### config.mk
export PLATFORM = sky130hd
export DESIGN_NAME = display_overlay_scheduler
export DESIGN_NICKNAME = d
export VERILOG_FILES = /design/src/rtl/display_overlay_scheduler.sv
export SDC_FILE = /design/constraint.sdc
export NUM_CORES = 1
export LEC_CHECK = 0
export CAP_MARGIN = 30
export CORE_MARGIN = 3
export CORE_UTILIZATION = 57
export CTS_CLUSTER_SIZE = 24
export DETAILED_ROUTE_END_ITERATION = 6
export PLACE_DENSITY = 0.95
export SETUP_SLACK_MARGIN = 0.05
export SLEW_MARGIN = 10
export SYNTH_ARGS = -nofsm -noshare
export SYNTH_HDL_FRONTEND = slang
export SYNTH_SLANG_ARGS = --single-unit
### constraint.sdc
create_clock -name clk -period 4.67 [get_ports clk]
set_clock_uncertainty 0.2 [all_clocks]
set_input_delay 1.1675 -clock clk [delete_from_list [all_inputs] [get_ports clk]]
set_output_delay 1.1675 -clock clk [all_outputs]
set_load 0.05 [all_outputs]
### src/rtl/display_overlay_scheduler.sv
// Picks the 7-segment view: time (0) or one of NUM_SRC prioritised, queued overlays held for HOLD_TICKS ticks.
// Optional end-of-hold blink output is built only when OVERLAY_BLINK_EN is defined.
module display_overlay_scheduler #(
  parameter int NUM_SRC     = 3,
  parameter int SEL_W       = 2,
  parameter int CNT_W       = 28,
  parameter int HOLD_TICKS  = 500,
  parameter int BLINK_TICKS = 100
) (
  input  logic               clk,
  input  logic               reset,
  input  logic               tick,
  input  logic [NUM_SRC-1:0] events,
  output logic [SEL_W-1:0]   display_select,
  output logic               overlay_active,
  output logic [CNT_W-1:0]   remaining,
`ifdef OVERLAY_BLINK_EN
  output logic               blink,
`endif
  output logic               timeout
);

  if ((1 << SEL_W) < NUM_SRC + 1 || HOLD_TICKS < 1 || BLINK_TICKS < 0)
    $error("display_overlay_scheduler: bad parameters");

  typedef enum logic {IDLE, HOLD} state_t;

  state_t             state;
  logic [SEL_W-1:0]   act;
  logic [NUM_SRC-1:0] pending;
  logic [NUM_SRC-1:0] req;
  logic [SEL_W-1:0]   w_req, w_ev, w_pend;

  localparam logic [CNT_W-1:0] HOLD_LD = CNT_W'(HOLD_TICKS);

  function automatic logic [SEL_W-1:0] lowest(input logic [NUM_SRC-1:0] v);
    lowest = '0;
    for (int i = NUM_SRC - 1; i >= 0; i--)
      if (v[i]) lowest = SEL_W'(i);
  endfunction

  function automatic logic [NUM_SRC-1:0] bit_of(input logic [SEL_W-1:0] i);
    bit_of = NUM_SRC'(1) << i;
  endfunction

  always_comb begin
    req    = events | pending;
    w_req  = lowest(req);
    w_ev   = lowest(events);
    w_pend = lowest(pending);
  end

  always_ff @(posedge clk) begin
    if (reset) begin
      state          <= IDLE;
      act            <= '0;
      pending        <= '0;
      display_select <= '0;
      overlay_active <= 1'b0;
      remaining      <= '0;
      timeout        <= 1'b0;
`ifdef OVERLAY_BLINK_EN
      blink          <= 1'b0;
`endif
    end else begin
      timeout <= 1'b0;
      case (state)
        IDLE: if (req != '0) begin
          state          <= HOLD;
          act            <= w_req;
          display_select <= w_req + SEL_W'(1);
          overlay_active <= 1'b1;
          remaining      <= HOLD_LD;
          pending        <= req & ~bit_of(w_req);
`ifdef OVERLAY_BLINK_EN
          blink          <= 1'b0;
`endif
        end
        HOLD: if (events != '0) begin
          // Preempt or retrigger reloads; the displaced source is simply dropped.
          if (w_ev <= act) begin
            act            <= w_ev;
            display_select <= w_ev + SEL_W'(1);
            remaining      <= HOLD_LD;
            pending        <= (pending | events) & ~bit_of(w_ev);
`ifdef OVERLAY_BLINK_EN
            blink          <= 1'b0;
`endif
          end else begin
            pending <= pending | events;
          end
        end else if (tick) begin
          if (remaining > CNT_W'(1)) begin
            remaining <= remaining - CNT_W'(1);
`ifdef OVERLAY_BLINK_EN
            if (remaining <= CNT_W'(BLINK_TICKS)) blink <= ~blink;
`endif
          end else if (pending != '0) begin
            act            <= w_pend;
            display_select <= w_pend + SEL_W'(1);
            remaining      <= HOLD_LD;
            pending        <= pending & ~bit_of(w_pend);
`ifdef OVERLAY_BLINK_EN
            blink          <= 1'b0;
`endif
          end else begin
            state          <= IDLE;
            display_select <= '0;
            overlay_active <= 1'b0;
            remaining      <= '0;
            timeout        <= 1'b1;
`ifdef OVERLAY_BLINK_EN
            blink          <= 1'b0;
`endif
          end
        end
        default: state <= IDLE;
      endcase
    end
  end

endmodule
==> flow_summary.yaml <==
timing:
  finalSetupViolations: 0
  hold_slack_ns: 0.2730
  hold_viol: 0
  grt_setup_unrepaired: "false"
  tightestPinTransition_ns: 0.6654
  max_freq_mhz: 241.8
  relSlewSlack: 0.5530
  final.setup.tns_ns: 0
  fin_crit_ns: 4.136
  drv_slew: 0
  final.period_utilization: 0.8857
final_layout:
  syn2layout_area_growth_pct: 20.94
  fillers: 286
  nNetsFinal: 318
  multi_input_area_um2: 1356
  final_cell_mix: "dfxtp_1 (38), clkdlybuf4s50_1 (37), nor2_1 (23), a21oi_1 (21), nand2_1 (16)"
  ff_latch_area_um2: 760.7
  layout-drive-gt1-share: 0.1016
  final_common_cell: "dfxtp_1"
  num_antenna_cells: 0
critical_path:
  crit_type: "input port to flop"
  cp_max_fo: 12
  crit_required_ns: 4.70
  start_kind: "input port"
  end_kind: "flop"
  arrival_ns: 4.16
  r2r_cells: 7
route:
  wire_per_inst_um: 16.00
  drt_pass1_iterations: 4
  drc: 0
  routed_wl_mm: 5.649
  ant_nets: 0
  route.vias.total: 2229
  avgViaCountPerCell: 6.314
  drt_iter0_drc: 205
yosys:
  synth_cells: 271
  synth.largest_area_cell: "dfxtp_1"
  yosysUniqueCellTypes: 55
  ys_warn_count: 0
  synthTopCellsByArea: "dfxtp_1 (34%), a21oi_1 (4.7%), ha_1 (4.5%)"
  yosysSeqAreaShare: 0.3404
  ys.flop_type: "dfxtp_1"
  synth_edf_count: 0
  synth-seq-cells: 38
  syn-mean-instance-area_um2: 8.246
  async_reset_ff_frac: 0
  synth_top_area_frac: 0.3404
  synth_nets: 285
  syn_area_um2: 2235
outcome:
  outcome: "finished clean"
grt:
  grt_max_degree: 23
  antenna_found_initial: 0
  grt_pass1_wl_mm: 9.225
  grt_pass1_vias: 1987
  overflow: 0
  gr-usage-all-layers: 0.2543
power:
  p_int_uw: 539.3
  p_seq_frac: 0.439
  sw_frac_of_total: 0.3533
  power.switching_uw: 294.7
  p_comb_frac: 0.273
  clkPwrFrac: 0.288
  p_leak_nw: 0.9682
  total_power_uw: 833.9
  p_per_area_nw_per_um2: 308.6
  max-vdd-ir-drop_v: 0.0002825
die:
  rows: 22
  start_util: 0.6013
  io_pins: 38
  die_h_um: 68.62
  die-width_um: 68.62
  dieArea_um2: 4708
  coreArea_um2: 3716
placed_design:
  portBuffers: 37
  dp.final_hpwl_mm: 3.913
  gp_congestion: 0.8996
run:
  maxCapViolations: 0
cts:
  clk_latency_ns: 0.29
  clkTransAtPathRegs_ns: 0.08
  cts-buffers-inserted: 5
  ctsHoldBuffers: 0
  h-tree-depth: 2
  cts_tree: "built"
  cts_setup_buffers: 0
  clock-sinks: 38
  cts_buffer_depth: 2
  cts_resized: 0
  clock-root-buffer: "clkbuf_8"
hold_path:
  min_path_cells: 2
  hp-class: "flop to flop"
## state kept, by name (all words and copies together), names as in the netlist, named ones only
| name | cells |
|---|---|
| display_select | 2 |
| remaining | 28 |
| overlay_active | 1 |
| state | 1 |
| act | 2 |
| timeout | 1 |
| pending | 2 |
## Yosys cell counts (8+ instances only)
cell     instances
a21oi_1         21
ha_1             8
nor2_1          23
o21ai_0         12
or3_1           10
dfxtp_1         38
o31ai_1         11
nand2_1         16
inv_1            8
nor3_1          12
nor4_1          13
or4_1            9
## metrics by stage
step	worst slack, ns	area, um^2	std cells	utilization
floorplan	1.154	2235	271	-
global placement	0.3591	2608	345	0.7017
detailed placement	0.2591	2608	345	0.7017
CTS	0.5713	2703	353	0.7273
global route	0.3499	2703	353	0.7273
finish	0.5338	2703	353	0.7273
## worst max-delay path, cell delays in order
cell and delay, ns:
clkdlybuf4s50_1 0.62, nor2_1 0.10, nand2_1 0.10, inv_1 0.07, ha_1 0.28, nor2b_1 0.14
o2111ai_1 0.49, nand3_1 0.42, or4_2 0.63, a21oi_1 0.16
## final timing paths
kind              startpoint             to  slack (ns)
setup / recovery   events[1]  remaining[23]        0.53
hold / removal        act[1]         act[1]        0.27
setup reg to reg      act[1]  remaining[23]        1.89
hold reg to reg       act[1]         act[1]        0.27
## cell type report
| cell class | instances | share of cell area |
|---|---|---|
| clock buffers | 6 | 0.03056 |
| clock inverters | 2 | 0.004630 |
| inverters | 8 | 0.01111 |
| multi-input cells | 210 | 0.5019 |
| flip-flops and latches | 38 | 0.2815 |
| well taps | 48 | 0.02222 |
| repair buffers | 41 | 0.1481 |
## kinds of logic after synthesis
group / after synthesis / synth area share
compound gates: 68 / 0.1982
xor+xnor: 8 / 0.03136
fa+ha+maj: 8 / 0.04479
buf+inv: 23 / 0.05263
flops: 38 / 0.3404
mux: 1 / 0.004479
simple gates: 125 / 0.3281
## power groups by stage
stage / registers (mW) / clock network (mW) / logic [mW]
after detailed placement: 0.373 / 0 / 0.222
after floorplan: 0.405 / 0 / 0.135
after global placement: 0.372 / 0 / 0.218
after global routing: 0.370 / 0.256 / 0.247
after CTS: 0.365 / 0.246 / 0.225
final: 0.366 / 0.240 / 0.227
## per-layer routing
layer / up-vias / share of wire / track usage
met5: - / 0 / 0
met4: 0 / 0.015 / 0.07940
met3: 10 / 0.061 / 0.05673
met2: 80 / 0.46 / 0.3886
met1: 1037 / 0.46 / 0.3531
li1: 1102 / - / -
No activity file was read; power rests on OpenSTA's default activity.
